$ cat src/rtl/cpu_types_pkg.sv
// Shared CPU harness types: datapath word, ALU opcode and the operand sequencer states.
package cpu_types_pkg;

    typedef logic [31:0] word_t;
    typedef logic [3:0]  aluop_t;

    typedef enum logic [1:0] {
        CAP_A  = 2'b00,
        CAP_B  = 2'b01,
        CAP_OP = 2'b10,
        ISSUE  = 2'b11
    } seq_state_t;

endpackage

$ cat src/rtl/alu_key_debounce.sv
// Push-button front end: 2-flop synchronizer, optional debouncer and registered press pulse.
// Define ALU_SEQ_DEBOUNCE_EN for the full debouncer; otherwise the synchronized level is used directly.
module alu_key_debounce #(
    parameter int DEBOUNCE_CYCLES = 50000
) (
    input  logic clk,
    input  logic rst_n,
    input  logic key_n,
    output logic press
);

    if (DEBOUNCE_CYCLES < 2) begin : g_bad_param
        $error("alu_key_debounce: DEBOUNCE_CYCLES must be at least 2");
    end

    logic       sync1_q, sync1_d;
    logic       sync2_q, sync2_d;
    logic       prev_q, prev_d;
    logic       pulse_q, pulse_d;
    logic       armed_q, armed_d;
    logic [1:0] settle_q, settle_d;
    logic       level;

`ifdef ALU_SEQ_DEBOUNCE_EN
    localparam int CW = $clog2(DEBOUNCE_CYCLES);
    localparam logic [CW-1:0] CNT_MAX = CW'(DEBOUNCE_CYCLES - 1);

    logic          acc_q, acc_d;
    logic [CW-1:0] cnt_q, cnt_d;

    always_comb begin
        acc_d = acc_q;
        cnt_d = cnt_q;
        if (sync2_q == acc_q) begin
            cnt_d = '0;
        end else if (cnt_q == CNT_MAX) begin
            acc_d = sync2_q;
            cnt_d = '0;
        end else begin
            cnt_d = cnt_q + 1'b1;
        end
    end

    always_ff @(posedge clk or negedge rst_n) begin
        if (!rst_n) begin
            acc_q <= 1'b1;
            cnt_q <= '0;
        end else begin
            acc_q <= acc_d;
            cnt_q <= cnt_d;
        end
    end

    assign level = acc_q;
`else
    assign level = sync2_q;
`endif

    // Pulses are only armed once the synchronizer has flushed and shown the key released,
    // so a key held through reset release cannot fire.
    always_comb begin
        sync1_d  = key_n;
        sync2_d  = sync1_q;
        settle_d = (settle_q == 2'd2) ? settle_q : settle_q + 2'd1;
        armed_d  = armed_q | ((settle_q == 2'd2) & sync2_q);
        prev_d   = level;
        pulse_d  = armed_q & prev_q & ~level;
    end

    always_ff @(posedge clk or negedge rst_n) begin
        if (!rst_n) begin
            sync1_q  <= 1'b1;
            sync2_q  <= 1'b1;
            prev_q   <= 1'b1;
            pulse_q  <= 1'b0;
            armed_q  <= 1'b0;
            settle_q <= 2'd0;
        end else begin
            sync1_q  <= sync1_d;
            sync2_q  <= sync2_d;
            prev_q   <= prev_d;
            pulse_q  <= pulse_d;
            armed_q  <= armed_d;
            settle_q <= settle_d;
        end
    end

    assign press = pulse_q;

endmodule

$ cat src/rtl/alu_operand_sequencer.sv
// Three-step operand entry (A, B, opcode) from switches and push-buttons, then a held operand set
// with valid/ready handshake. Debounce depth is enabled by defining ALU_SEQ_DEBOUNCE_EN.
module alu_operand_sequencer
    import cpu_types_pkg::*;
#(
    parameter int DEBOUNCE_CYCLES = 50000
) (
    input  logic        CLK,
    input  logic        nRST,
    input  logic        key_n,
    input  logic        clr_n,
    input  logic [15:0] sw_data,
    input  logic [3:0]  sw_op,
    input  logic        ready,
    output word_t       port_a,
    output word_t       port_b,
    output aluop_t      aluop,
    output logic        valid,
    output logic [1:0]  seq_state,
    output logic [7:0]  issue_cnt
);

    logic enter, abort;

    seq_state_t  state_q, state_d;
    logic [15:0] a_q, a_d, b_q, b_d;
    aluop_t      op_q, op_d;
    logic        valid_q, valid_d;
    logic [7:0]  cnt_q, cnt_d;

    alu_key_debounce #(.DEBOUNCE_CYCLES(DEBOUNCE_CYCLES)) u_key (
        .clk   (CLK),
        .rst_n (nRST),
        .key_n (key_n),
        .press (enter)
    );

    alu_key_debounce #(.DEBOUNCE_CYCLES(DEBOUNCE_CYCLES)) u_clr (
        .clk   (CLK),
        .rst_n (nRST),
        .key_n (clr_n),
        .press (abort)
    );

    always_ff @(posedge CLK or negedge nRST) begin
        if (!nRST) begin
            state_q <= CAP_A;
            a_q     <= '0;
            b_q     <= '0;
            op_q    <= '0;
            valid_q <= 1'b0;
            cnt_q   <= '0;
        end else begin
            state_q <= state_d;
            a_q     <= a_d;
            b_q     <= b_d;
            op_q    <= op_d;
            valid_q <= valid_d;
            cnt_q   <= cnt_d;
        end
    end

    // Abort takes priority over both enter and ready in every state.
    always_comb begin
        state_d = state_q;
        if (abort) begin
            state_d = CAP_A;
        end else begin
            case (state_q)
                CAP_A:   if (enter) state_d = CAP_B;
                CAP_B:   if (enter) state_d = CAP_OP;
                CAP_OP:  if (enter) state_d = ISSUE;
                ISSUE:   if (ready) state_d = CAP_A;
                default: state_d = CAP_A;
            endcase
        end
    end

    always_comb begin
        a_d     = a_q;
        b_d     = b_q;
        op_d    = op_q;
        valid_d = valid_q;
        cnt_d   = cnt_q;
        if (abort) begin
            a_d     = '0;
            b_d     = '0;
            op_d    = '0;
            valid_d = 1'b0;
        end else begin
            case (state_q)
                CAP_A:  if (enter) a_d = sw_data;
                CAP_B:  if (enter) b_d = sw_data;
                CAP_OP: if (enter) begin
                    op_d    = aluop_t'(sw_op);
                    valid_d = 1'b1;
                end
                ISSUE:  if (ready) begin
                    valid_d = 1'b0;
                    cnt_d   = cnt_q + 8'd1;
                end
                default: ;
            endcase
        end
    end

    always_comb begin
        port_a    = {16'h0, a_q};
        port_b    = {16'h0, b_q};
        aluop     = op_q;
        valid     = valid_q;
        seq_state = state_q;
        issue_cnt = cnt_q;
    end

endmodule

$ cat config.mk
export PLATFORM = sky130hd
export DESIGN_NAME = alu_operand_sequencer
export DESIGN_NICKNAME = d
export VERILOG_FILES = /design/src/rtl/cpu_types_pkg.sv /design/src/rtl/alu_key_debounce.sv /design/src/rtl/alu_operand_sequencer.sv
export SDC_FILE = /design/constraint.sdc
export NUM_CORES = 1
export LEC_CHECK = 0
export ABC_AREA = 0
export CORE_MARGIN = 3
export CORE_UTILIZATION = 44
export CTS_CLUSTER_DIAMETER = 200
export CTS_CLUSTER_SIZE = 12
export DETAILED_ROUTE_END_ITERATION = 10
export PLACE_DENSITY = 0.77
export SLEW_MARGIN = 10
export SYNTH_ARGS = -nofsm -noshare
export SYNTH_HDL_FRONTEND = slang
export SYNTH_SLANG_ARGS = --single-unit
$ cat constraint.sdc
create_clock -name CLK -period 2.1 [get_ports CLK]
set_input_delay 0.42 -clock CLK [delete_from_list [all_inputs] [get_ports CLK]]
set_output_delay 0.42 -clock CLK [all_outputs]
set_load 0.02 [all_outputs]
==> impl_metrics.ini, run 1 <==
[clocking]
cts_buffer_depth = 2
htree_levels = 3
clk_pin_slew_worst_paths_ns = 0.06
cts_setup_buffers = 0
ctsResizeCount = 0
cts_tree = yes
clkLatencyLatePin_ns = 0.32
numCtsBuffers = 9
clk_root_buffer_cell = clkbuf_8
hold_buffers = 0
cts.sinks = 61

[timing]
worst_slack_ns = 0.2675
period_share = 0.8726
finClkSkew_ns = 0.005496
hold_violations = 0
fmaxAchievable_ghz = 0.5457
setup_viol = 0
worst_pin_slew_ns = 0.6196
slew_violations = 0
min_period_ns = 1.833
rsz0062_at_grt = false
setup_tns_ns = 0
slew_headroom = 0.5869

[pwr]
total_power_mw = 3.879
p_per_area_nw_per_um2 = 1079
p_leak_nw = 1.652
ir_drop_uv = 687.1

[place]
hpwl_um = 3991
port_buffers = 71
place_ws_ns = 0.3302
gp_congestion = 0.7231

[critical_path]
cp.buffers_inverters = 1
r2r_setup_slack_ns = 0.37
worstSetupPathType = reg -> out
path_cells = clkdlybuf4s50_1
required_ns = 1.68
startpoint_type = register
max_stage_delay_ns = 0.66
worstRegToRegCells = 5
critPathSlowestCell = clkdlybuf4s50_1
crit_cells = 1
cp_max_fo = 5
cp.arrival_ns = 1.41
path_delay_family = buffers and inverters
endpoint_kind = output port

[outcome]
status = completed

[layout]
mostFrequentLayoutCells = nand2_1, clkdlybuf4s50_1, dfrtp_1, a21oi_1, conb_1
drive_gt1_frac = 0.08451
n_antenna_cell = 0
layout_commonest_cell = nand2_1
area_growth_pct = 31.35
fin_nets = 382

[logic_synthesis]
ys.warnings.count = 0
postSynthAreaPerCell_um2 = 9.883
synthXorXnorAreaFrac = 0.02879
yosysUniqueCellTypes = 26
syn_inst = 277
synth-seq-area-share = 0.5603
synth_fa_ha_area_frac = 0.03199
synth-seq-cells = 61
muxShareOfSynthArea = 0.01188
synth_compound_area_frac = 0.08181
syn-cell-area_um2 = 2738
yosys.area_share.simple = 0.1650
synth_top_family_by_area = simple AND/OR/NAND/NOR gates

[routing]
vias = 1980
dr.pass1.iters = 4
wl_met2_um = 2655
vias_per_cell = 4.605
routed-wl-met3_um = 415
ant_nets = 0
top_layer_used = met4
wl_met1_um = 2472
wl_um = 5562
drc = 0
wl_per_cell_um = 12.93
drtIter0Drc = 124

[grt]
grt_start_max_net_pins = 42
grt_pass1_wl_um = 9453
grt_pass1_vias = 1936
grt_use_total = 0.1680
antenna_found_initial = 0
grt_overflow = 0

[run]
cap_viol_max_count = 0

[floorplanning]
core_area_um2 = 5991
fp.dieH_um = 84.88
pin_count = 104
rows = 28
die_w_um = 84.88
start_util = 0.4570
die_area_um2 = 7205

[min_path]
hp-class = in -> async
## logic make-up (layout without fill, tap and decap cells)
group / count (synthesis) / in the layout
simple gates: 104 / 104
flops: 61 / 61
buf+inv: 49 / 96
compound gates: 43 / 43
xor+xnor: 9 / 9
fa+ha+maj: 7 / 7
mux: 3 / 3
other cells: 1 / 32
## per-layer routing
layer / vias up / GRT usage
li1: 965 / -
met1: 934 / 0.2207
met2: 79 / 0.2591
met3: 2 / 0.05437
met4: 0 / 0.06906
met5: - / 0
## cells in the mapped netlist
cell,count,area (um^2)
nor3_1,3,15.01
a2bb2oi_1,1,8.760
nor2_1,7,26.28
o21ai_0,3,15.01
dfrtp_1,55,1376
xnor2_1,3,26.28
and2b_1,1,7.510
inv_1,6,22.52
nand2b_1,2,12.51
conb_1,1,3.750
nand2_1,80,300.3
mux2i_1,1,10.01
clkbuf_2,2,10.01
mux2_2,2,22.52
buf_4,35,262.8
nor4_4,1,21.27
a21o_1,2,15.01
dfstp_2,6,157.7
nand3_1,6,30.03
buf_2,6,30.03
nor2b_1,1,6.260
ha_1,7,87.58
a21oi_1,37,185.2
xor2_1,6,52.55
nand3b_4,1,20.02
and2_1,2,12.51
## final timing paths
path | start | end
worst min-delay path | nRST | b_q[9]$_DFFE_PN0P_
worst max-delay path | seq_state[1]$_DFFE_PN0P_ | seq_state[1]
worst max register to register | seq_state[0]$_DFFE_PN0P_ | seq_state[0]$_DFFE_PN0P_
worst min register to register | u_key.sync1_q$_DFF_PN1_ | u_key.level$_DFF_PN1_
max in group asynchronous | nRST | u_clr.level$_DFF_PN1_
min in group CLK | u_key.sync1_q$_DFF_PN1_ | u_key.level$_DFF_PN1_
## final cells by class
type	count	area (um^2)
clock buffer	12	165.2
clock inverter	4	45.04
fill	526	2395
inverter	6	22.52
multi-input combinational	198	994.7
sequential	61	1534
tap	75	93.84
timing repair buffer	74	740.7
## registers in the layout (all words and copies together) (netlist names), 2 cells and up
| name | flops |
|---|---|
| u_clr.settle_q | 2 |
| seq_state | 2 |
| issue_cnt | 8 |
| u_key.settle_q | 2 |
| a_q | 16 |
| aluop | 4 |
| b_q | 16 |
## where the power goes
part	switching [mW]	internal, mW	leakage, nW
clock	0.424	0.639	0.112
sequential	0.146	1.39	0.787
combinational	0.700	0.581	0.752
## through the flow
stage,utilization,instances,hold WS (ns),instance area [um^2]
after floorplan,-,308,0.1244,2854
after global placement,0.5652,414,0.3469,3386
after detailed placement,0.5652,414,0.3468,3386
after CTS,0.6003,430,0.1016,3596
after global routing,0.6003,430,0.1122,3596
final,0.6003,430,0.09692,3596
Power figures use the tool's default switching activity.
==> run 2, diff against run 1 <==
--- a/config.mk
+++ b/config.mk
@@ -12,6 +12,7 @@
 export CTS_CLUSTER_SIZE = 12
 export DETAILED_ROUTE_END_ITERATION = 10
 export PLACE_DENSITY = 0.77
+export REMOVE_ABC_BUFFERS = 1
 export SLEW_MARGIN = 10
 export SYNTH_ARGS = -nofsm -noshare
 export SYNTH_HDL_FRONTEND = slang
==> run 2 against run 1 <==
Compared with the run above: die area stayed put; critical path depth stayed put; final area is 0.42% higher; non-clock buffer count stayed put; clock skew hardly changed; clock power is 9% higher; global-route usage hardly changed; worst setup slack better by 0.021 ns; via count is 1.2% higher; critical endpoint is now seq_state[0]; largest power group unchanged.
==> impl_metrics.ini, run 2 (synthesis results as in run 1) <==
[clocking]
cts_tree = yes
clkLatencyLatePin_ns = 0.32
numCtsBuffers = 9
ctsResizeCount = 0
htree_levels = 3
hold_buffers = 0
clk_pin_slew_worst_paths_ns = 0.07
cts.sinks = 61
cts_buffer_depth = 2
clk_root_buffer_cell = clkbuf_8
cts_setup_buffers = 0

[critical_path]
required_ns = 1.68
startpoint_type = register
path_delay_family = buffers and inverters
regToRegStartpoint = seq_state[0]$_DFFE_PN0P_
r2r_setup_slack_ns = 0.36
cp.buffers_inverters = 1
crit_cells = 1
critPathSlowestCell = clkdlybuf4s50_1
endpoint_kind = output port
cp.arrival_ns = 1.39
max_stage_delay_ns = 0.65
cp_max_fo = 5
worstRegToRegCells = 5
worstSetupPathType = reg -> out
path_cells = clkdlybuf4s50_1
critPathLaunch = seq_state[0]$_DFFE_PN0P_

[run]
cap_viol_max_count = 0

[routing]
ant_nets = 0
vias = 2004
drc = 0
drtIter0Drc = 81
dr.pass1.iters = 4
wl_um = 5720
vias_per_cell = 4.660
wl_per_cell_um = 13.30

[timing]
fmaxAchievable_ghz = 0.5520
min_period_ns = 1.812
hold_violations = 0
setup_tns_ns = 0
finClkSkew_ns = 0.005535
worst_pin_slew_ns = 0.6485
slew_violations = 0
period_share = 0.8627
slew_headroom = 0.5677
setup_viol = 0
rsz0062_at_grt = false

[floorplanning]
core_area_um2 = 5991
fp.dieH_um = 84.88
die_area_um2 = 7205
start_util = 0.4570
die_w_um = 84.88
rows = 28
pin_count = 104

[grt]
grt_pass1_wl_um = 9604
grt_pass1_vias = 1967
grt_overflow = 0
grt_use_total = 0.1676
grt_start_max_net_pins = 42
antenna_found_initial = 0

[layout]
fin_nets = 382
final_area_um2 = 3611
n_antenna_cell = 0
drive_gt1_frac = 0.08169
regArea_um2 = 1534
area_growth_pct = 31.90
n_fill_cell = 508
mostFrequentLayoutCells = nand2_1, clkdlybuf4s50_1, dfrtp_1, a21oi_1, conb_1
multi_input_area_um2 = 994.7
layout_commonest_cell = nand2_1

[pwr]
p_leak_nw = 1.657
p_per_area_nw_per_um2 = 1100
ir_drop_uv = 659.5

[outcome]
status = completed

[place]
hpwl_um = 4006
dpl_cell_area_um2 = 3386
port_buffers = 71
gp_congestion = 0.7092

[min_path]
hp-class = in -> async
-- run 2: cell types whose count changed in the layout (fill, tap and decap cells not counted), sizes merged --
cell,previous run,this run
clkinv,3,2
bufinv,1,2
-- run 2: final timing paths --
check                                           endpoint
min in group CLK                   u_clr.level$_DFF_PN1_
max in group asynchronous        u_clr.sync1_q$_DFF_PN1_
worst max register to register  seq_state[0]$_DFFE_PN0P_
worst min register to register     u_clr.level$_DFF_PN1_
worst min-delay path                  b_q[0]$_DFFE_PN0P_
worst max-delay path                        seq_state[0]
-- run 2: area by class of cell --
class,count,area share
flip-flops and latches,61,0.4248
inverters,6,0.006237
repair buffers,74,0.2051
clock buffers,12,0.04297
clock inverters,4,0.01940
multi-input cells,198,0.2755
well taps,75,0.02599
-- run 2: power breakdown --
part | switching, mW | total [mW] | internal [mW]
clock | 0.427 | 1.16 | 0.730
combinational | 0.696 | 1.28 | 0.580
sequential | 0.151 | 1.54 | 1.39
-- run 2: per-stage QoR --
stage	cells	power (mW)	worst slack, ns	hold WS, ns	utilization
floorplan	265	2.230	0.3792	0.1244	-
global placement	414	2.813	0.3764	0.3467	0.5652
detailed placement	414	2.853	0.3441	0.3481	0.5652
CTS	430	4.022	0.2593	0.07043	0.6028
global route	430	4.206	0.2124	0.08798	0.6028
finish	430	3.973	0.2884	0.07438	0.6028
-- run 2: routing by layer --
metal / wire (um) / up-vias / global-route usage
met5: 0 / - / 0
met2: 2829 / 80 / 0.2747
met4: 37 / 0 / 0.06043
met1: 2425 / 948 / 0.2141
li1: - / 972 / -
met3: 428 / 4 / 0.04660
==> run 3, diff against run 2 <==
==> constraint.sdc (replaced) <==
create_clock -name CLK -period 1.8 [get_ports CLK]
set_input_delay 0.36 -clock CLK [delete_from_list [all_inputs] [get_ports CLK]]
set_output_delay 0.36 -clock CLK [all_outputs]
set_load 0.02 [all_outputs]
==> run 3 against run 2 <==
Compared with the run above: clock skew barely moved; power up 17%; register-to-register slack lost 0.22 ns; non-clock buffer count rose by 3; combinational power increased by 19%; highest routed layer unchanged; sequential power is 17% higher; clock power up 16%.
==> impl_metrics.ini, run 3 (synthesis results as in run 1) <==
[outcome]
status = completed

[floorplanning]
die_w_um = 84.88
core_area_um2 = 5991
rows = 28
die_area_um2 = 7205
pin_count = 104
fp.dieH_um = 84.88
start_util = 0.4570

[routing]
drtIter0Drc = 79
dr.pass1.iters = 4
drc = 0
ant_nets = 0
wl_per_cell_um = 13.29
wl_um = 5754
vias_per_cell = 4.700
vias = 2035

[clocking]
cts_setup_buffers = 0
cts_buffer_depth = 2
cts.sinks = 61
clk_pin_slew_worst_paths_ns = 0.06
cts_tree = yes
numCtsBuffers = 9
clk_root_buffer_cell = clkbuf_8
htree_levels = 3
clkLatencyLatePin_ns = 0.33

[grt]
antenna_found_initial = 0
grt_start_max_net_pins = 62
grt_pass1_vias = 2105
grt_use_total = 0.1717
grt_pass1_wl_um = 9742
grt_overflow = 0

[layout]
n_fill_cell = 509
mostFrequentLayoutCells = nand2_1, clkdlybuf4s50_1, dfrtp_1, a21oi_1, conb_1
multi_input_area_um2 = 1002
n_antenna_cell = 0
drive_gt1_frac = 0.09497
layout_commonest_cell = nand2_1
regArea_um2 = 1534
area_growth_pct = 33.32
fin_nets = 385

[critical_path]
crit_cells = 1
required_ns = 1.44
startpoint_type = register
worstSetupPathType = reg -> out
r2r_setup_slack_ns = 0.14
path_cells = clkdlybuf4s50_1
critPathSlowestCell = clkdlybuf4s50_1
cp_max_fo = 4
cp.buffers_inverters = 1
path_delay_family = buffers and inverters
cp.arrival_ns = 1.36
critPathLaunch = issue_cnt[4]$_DFFE_PN0P_
endpoint_kind = output port
regToRegStartpoint = seq_state[0]$_DFFE_PN0P_
worst_r2r_endpoint = seq_state[0]$_DFFE_PN0P_
worstRegToRegCells = 5
max_stage_delay_ns = 0.63

[run]
cap_viol_max_count = 0

[timing]
period_share = 0.9582
hold_ws_ns = 0.02880
fmaxAchievable_ghz = 0.5798
setup_tns_ns = 0
hold_violations = 0
finClkSkew_ns = 0.005536
setup_viol = 0
rsz0062_at_grt = false
min_period_ns = 1.725
slew_violations = 0

[place]
port_buffers = 71
gp_congestion = 0.7735
hpwl_um = 3907

[pwr]
p_per_area_nw_per_um2 = 1279
ir_drop_uv = 829.7
total_power_mw = 4.667
p_leak_nw = 1.730

[min_path]
hp-class = in -> async
==> run 3: cell types whose count changed in the layout (fill, tap and decap cells not counted), sizes merged <==
cell	previous run	this run
dlymetal6s2s	0	4
clkdlybuf4s50	70	65
buf	4	7
dlygate4sd2	0	1
==> run 3: power by group <==
group / internal, mW / switching (mW)
Combinational: 0.694 / 0.823
Clock: 0.851 / 0.500
Sequential: 1.62 / 0.179
==> run 3: repair_timing <==
| item | 4_1_cts | 5_1_grt |
|---|---|---|
| hold endpoints to repair | 0 | 0 |
| hold buffers | 0 | 0 |
| gates resized for setup | 1 | 6 |
| endpoints found under the setup margin | 1 | 7 |
==> run 3: stage by stage <==
| stage | std cells | util | cell area [um^2] | setup WS (ns) |
|---|---|---|---|---|
| 6_report | 433 | 0.6092 | 3650 | 0.07531 |
| 5_1_grt | 433 | 0.6092 | 3650 | 0.01582 |
| 4_1_cts | 433 | 0.6063 | 3632 | 0.008001 |
| 3_5_place_dp | 417 | 0.5689 | 3408 | 0.08258 |
| 3_3_place_gp | 417 | 0.5689 | 3408 | 0.1439 |
| 2_1_floorplan | 265 | - | 2551 | 0.07917 |
==> run 3: worst max-delay path by stage <==
stage	to
after floorplan	seq_state[0]$_DFFE_PN0P_
after global placement	seq_state[0]$_DFFE_PN0P_
after detailed placement	seq_state[0]$_DFFE_PN0P_
after CTS	seq_state[1]
after global routing	issue_cnt[4]
final	issue_cnt[4]
==> run 3: worst register-to-register path: cells and delay by family (launching register included) <==
kind | cells | cell delay (ns)
AOI/OAI and AO/OA | 1 | 0.20
adders and majority gates | 1 | 0.23
buffers and inverters | 1 | 0.10
DFF | 1 | 0.42
muxes | 1 | 0.35
and+or+nand+nor | 1 | 0.26
==> run 3: area by class of cell <==
type                    count  share of cell area
inverters                   6            0.006171
clock buffers              12             0.04251
repair buffers             77              0.2115
clock inverters             4             0.01920
multi-input cells         198              0.2746
flip-flops and latches     61              0.4203
well taps                  75             0.02571
==> run 3: per-layer routing <==
layer / global-route usage / wire [um] / part of all wire / vias to the layer above
met5: 0 / 0 / 0 / -
met4: 0.07770 / 116 / 0.020 / 0
met3: 0.04369 / 344 / 0.060 / 12
met2: 0.2747 / 2785 / 0.48 / 74
met1: 0.2209 / 2508 / 0.44 / 974
li1: - / - / - / 975
==> variant 1, RTL diff (flow settings as in run 2) <==
Register the input `sw_data` before use, without a reset. The logic sees it one clock later. The other inputs are not delayed to match.
--- a/src/rtl/alu_operand_sequencer.sv
+++ b/src/rtl/alu_operand_sequencer.sv
@@ -19,6 +19,12 @@
     output logic [1:0]  seq_state,
     output logic [7:0]  issue_cnt
 );
+
+    logic [15:0] sw_data_q;
+
+    always_ff @(posedge CLK) begin
+        sw_data_q <= sw_data;
+    end
 
     logic enter, abort;
 
@@ -89,8 +95,8 @@
             valid_d = 1'b0;
         end else begin
             case (state_q)
-                CAP_A:  if (enter) a_d = sw_data;
-                CAP_B:  if (enter) b_d = sw_data;
+                CAP_A:  if (enter) a_d = sw_data_q;
+                CAP_B:  if (enter) b_d = sw_data_q;
                 CAP_OP: if (enter) begin
                     op_d    = aluop_t'(sw_op);
                     valid_d = 1'b1;
Function: changed (a bounded check fails within 10 cycles, from zero or initial values and one cycle with nRST low).
==> variant 1 against run 2 <==
- synthesized area grew 12%
- routed wire length grew 6.6%
- die area is 11% higher
- total power up 2.9%
- largest power group unchanged
- critical endpoint is now seq_state[1]
- setup slack got worse by 13 ps
- sequential power grew 21%
- final area grew 8.3%
- sequential cell count rose by 16
- clock skew increased by 2.6 ps
==> variant 1: results (changes against run 2) <==
outcome -> finished, final reports clean
R2R Setup Slk -> 390 ps (+30 ps)
sequential share of the synthesized area -> 0.6051 (+0.04482)
placed cell areas -> 3746 µm² (+11%)
1st-iter DRT viols -> 92 (+14%)
final core occ -> 0.5989 (-0.003906)
dpl cells -> 438 (+5.8%)
filler cell count in the final layout -> 543 (+6.9%)
slowest stage delay, CP -> 640 ps
R2R depth -> 5 (unchanged)
sw power -> 0.001352 W (+6.1%)
Synth area leaders -> dfrtp_1, dfxtp_1, nand2_1
final net count -> 404 (+5.8%)
postcts setup bufs -> 0 (unchanged)
routability cong. -> 0.7929 (+12%)
CP max-delay cell -> clkdlybuf4s50_1
Async S/R FF share, synth -> 0.7922 (-0.2078)
P per Cell Area -> 1045 nW/µm² (-5.0%)
Pleak -> 1.752 nW (+5.7%)
first-pass GRT wire length -> 9480 µm (-1.3%)
hold_ws -> 77.91 ps (+3.523 ps)
hpwl dp -> 4195 µm (+4.7%)
combinational power share -> 0.309 (-0.012)
GRT Util Overall -> 0.1580 (-0.009594)
DRT Wirelength -> 6096 µm (+6.6%)
Via density -> 4.714 (+1.1%)
syn_area_per_cell -> 10.39 µm² (+5.1%)
Netlist cell types -> 30 (+15%)
vias in the first global route -> 1994 (+1.4%)
Top Registers -> a_q x16, b_q x16, sw_data_q x16
critical path peak fanout -> 5 (unchanged)
RR Startpoint -> seq_state[0]
Setup WS pre-CTS -> 343.5 ps (-0.6370 ps)
DR vias -> 2140 (+6.8%)
clock power share -> 0.235 (-0.056)
layout cell share with drive strength beyond 1 -> 0.07427 (-0.007420)
maximum vdd drop -> 672.8 µV (+2.0%)
clk_skew -> 8.161 ps (+2.626 ps)
largest net degree at the start of global routing -> 62 (+48%)
synth cell count leaders -> nand2_1, dfrtp_1, a21oi_1
[variant 1: cell types whose count changed after synthesis, sizes merged, moves of 2 or more]
| cell | change |
|---|---|
| dfxtp | +16 |
| nand2 | +3 |
| xnor2 | +3 |
| xor2 | -3 |
| nor2 | -2 |
[variant 1: worst max-delay path by stage]
| stage | from | to | slack (ps) | cells after the start |
|---|---|---|---|---|
| finish | seq_state[1] | seq_state[1] | 280 | 1 |
| global route | issue_cnt[3] | issue_cnt[3] | 210 | 1 |
| CTS | seq_state[1] | seq_state[1] | 250 | 1 |
| detailed placement | ready | seq_state[0] | 340 | 4 |
| global placement | ready | seq_state[0] | 360 | 4 |
| floorplan | seq_state[0] | seq_state[0] | 390 | 5 |
[variant 1: routing by layer]
metal	track usage	routed length (µm)	up-vias
li1	-	-	1032
met1	0.2112	2734	991
met2	0.2384	2770	111
met3	0.05069	522	6
met4	0.06495	68	0
met5	0	0	-
[variant 1: final cells by class]
cell class | count | share of cell area
tap | 77 | 0.02463
inverter | 6 | 0.005758
timing repair buffer | 78 | 0.1971
multi-input combinational | 200 | 0.2562
clock inverter | 2 | 0.003199
sequential | 77 | 0.4741
clock buffer | 14 | 0.03903
[variant 1: kinds of logic (layout without fill, tap and decap cells)]
| logic type | count (synthesis) | in the layout | share of synthesized area |
|---|---|---|---|
| AO/OA/AOI/OAI | 43 | 43 | 0.07309 |
| XOR/XNOR | 9 | 9 | 0.02573 |
| adder cells (fa/ha/maj) | 7 | 7 | 0.02858 |
| buffers and inverters | 49 | 100 | 0.1058 |
| flip-flops | 77 | 77 | 0.6051 |
| multiplexers | 2 | 2 | 0.006941 |
| other | 1 | 32 | 0.001224 |
| AND/OR/NAND/NOR | 107 | 107 | 0.1535 |
==> variant 2, RTL diff (settings of run 2) <==
Without the edit above. Build with the macro `ALU_SEQ_DEBOUNCE_EN` defined.
--- a/src/rtl/alu_key_debounce.sv
+++ b/src/rtl/alu_key_debounce.sv
@@ -1,5 +1,7 @@
 // Push-button front end: 2-flop synchronizer, optional debouncer and registered press pulse.
 // Define ALU_SEQ_DEBOUNCE_EN for the full debouncer; otherwise the synchronized level is used directly.
+`define ALU_SEQ_DEBOUNCE_EN
+
 module alu_key_debounce #(
     parameter int DEBOUNCE_CYCLES = 50000
 ) (
Function: changed (a bounded check fails within 10 cycles, from zero or initial values and one cycle with nRST low).
==> variant 2 against run 2 <==
- the run now ends with negative hold slack left
- clock skew rose by 6.9 ps
- final area rose by 49%
- first-iteration DRC count rose by 110%
- routed wire length rose by 50%
- non-clock buffer count rose by 6
- synthesized area rose by 58%
- total power fell by 8.9%
- critical path depth did not move
- largest power group unchanged
- synthesized cell count rose by 57%
- sequential cell count rose by 34
- setup slack got worse by 56 ps
==> variant 2: results (changes against run 2) <==
sequential share of the synthesized area -> 0.5511 (-0.009203)
Synth area leaders -> dfrtp_1, nand2_1, xnor2_1
Sw Ratio -> 0.2113 (-0.1093)
worst skew pair latency -> 360 ps (+40 ps)
clk_skew -> 12.46 ps (+6.920 ps)
syn_area_per_cell -> 9.981 µm² (+0.99%)
largest net degree at the start of global routing -> 40 (-4.8%)
maximum vdd drop -> 419.7 µV (-36%)
FF/Latch Area -> 2387 µm² (+56%)
Pleak -> 2.364 nW (+43%)
routability cong. -> 0.8099 (+14%)
layout cell share with drive strength beyond 1 -> 0.07767 (-0.004020)
dpl cells -> 628 (+52%)
DRT Wirelength -> 8596 µm (+50%)
placed cell areas -> 5096 µm² (+51%)
Detailed Routing Iterations Pass 1 -> 5 (+1)
final hold vios -> 2 (+2)
slew at the pin closest to its max-slew limit -> 559.7 ps (-88.74 ps)
failing checks -> negative hold slack
final net count -> 544 (+42%)
outcome -> complete, but fails checks
# H-tree levels -> 3 (unchanged)
synth cell count leaders -> dfrtp_1, nand2_1, nor2_1
hpwl dp -> 6081 µm (+52%)
first-pass GRT wire length -> 14800 µm (+54%)
filler cell count in the final layout -> 773 (+52%)
crit path DAT -> 1450 ps (+60 ps)
GRT Util Overall -> 0.1628 (-0.004871)
hold_ws -> -1.786 ps (-76.17 ps)
DR vias -> 3184 (+59%)
Netlist cell types -> 34 (+31%)
clock-pin slew on the worst setup and hold paths -> 100 ps (+30 ps)
-- variant 2: path summary, 6_finish.rpt --
path | startpoint | endpoint | slack (ps) | cells after the start
max | issue_cnt[2] | issue_cnt[2] | 230 | 1
max reg2reg | u_key.cnt_q[10] | u_key.acc_q | 360 | 3
min | nRST | a_q[7] | -2 | 1
max in group asynchronous | nRST | b_q[6] | 1430 | 2
min reg2reg | u_clr.sync1_q | u_clr.sync2_q | 360 | 0
min in group CLK | u_clr.sync1_q | u_clr.sync2_q | 360 | 0
-- variant 2: power groups by stage --
stage | registers, W | logic [W] | clock network [W]
5_1_grt | 0.00186 | 0.000192 | 0.00169
3_5_place_dp | 0.00189 | 0.000174 | 0
4_1_cts | 0.00186 | 0.000175 | 0.00163
3_3_place_gp | 0.00189 | 0.000173 | 0
2_1_floorplan | 0.00189 | 0.0000738 | 0
6_report | 0.00186 | 0.000174 | 0.00159
-- variant 2: logic make-up after synthesis --
| kind of cell | Yosys count | synth area share |
|---|---|---|
| compound gates | 43 | 0.05690 |
| other cells | 1 | 0.0008657 |
| flops | 95 | 0.5511 |
| xor+xnor | 40 | 0.08088 |
| simple gates | 184 | 0.1924 |
| mux | 5 | 0.01271 |
| fa+ha+maj | 9 | 0.02600 |
| buf+inv | 57 | 0.07914 |
-- variant 2: cell type report --
class | count | share of cell area
flip-flops and latches | 95 | 0.4444
multi-input cells | 313 | 0.3198
clock inverters | 6 | 0.02562
inverters | 11 | 0.007687
repair buffers | 80 | 0.1468
well taps | 129 | 0.03005
clock buffers | 10 | 0.02562
-- variant 2: metal layers --
layer / track usage / share of wire / wire length, µm
met3: 0.02939 / 0.054 / 460
met1: 0.2082 / 0.44 / 3777
met2: 0.2691 / 0.49 / 4190
met4: 0.07404 / 0.020 / 168
met5: 0 / 0 / 0
-- variant 2: metrics by stage --
| stage | hold slack (ps) | worst slack (ps) | power [W] |
|---|---|---|---|
| final | -1.786 | 231.9 | 0.003620 |
| after global routing | 27.01 | 168.8 | 0.003743 |
| after CTS | 3.483 | 220.2 | 0.003658 |
| after detailed placement | 347.6 | 376.4 | 0.002067 |
| after global placement | 345.2 | 393.3 | 0.002064 |
| after floorplan | 124.4 | 371.9 | 0.001964 |
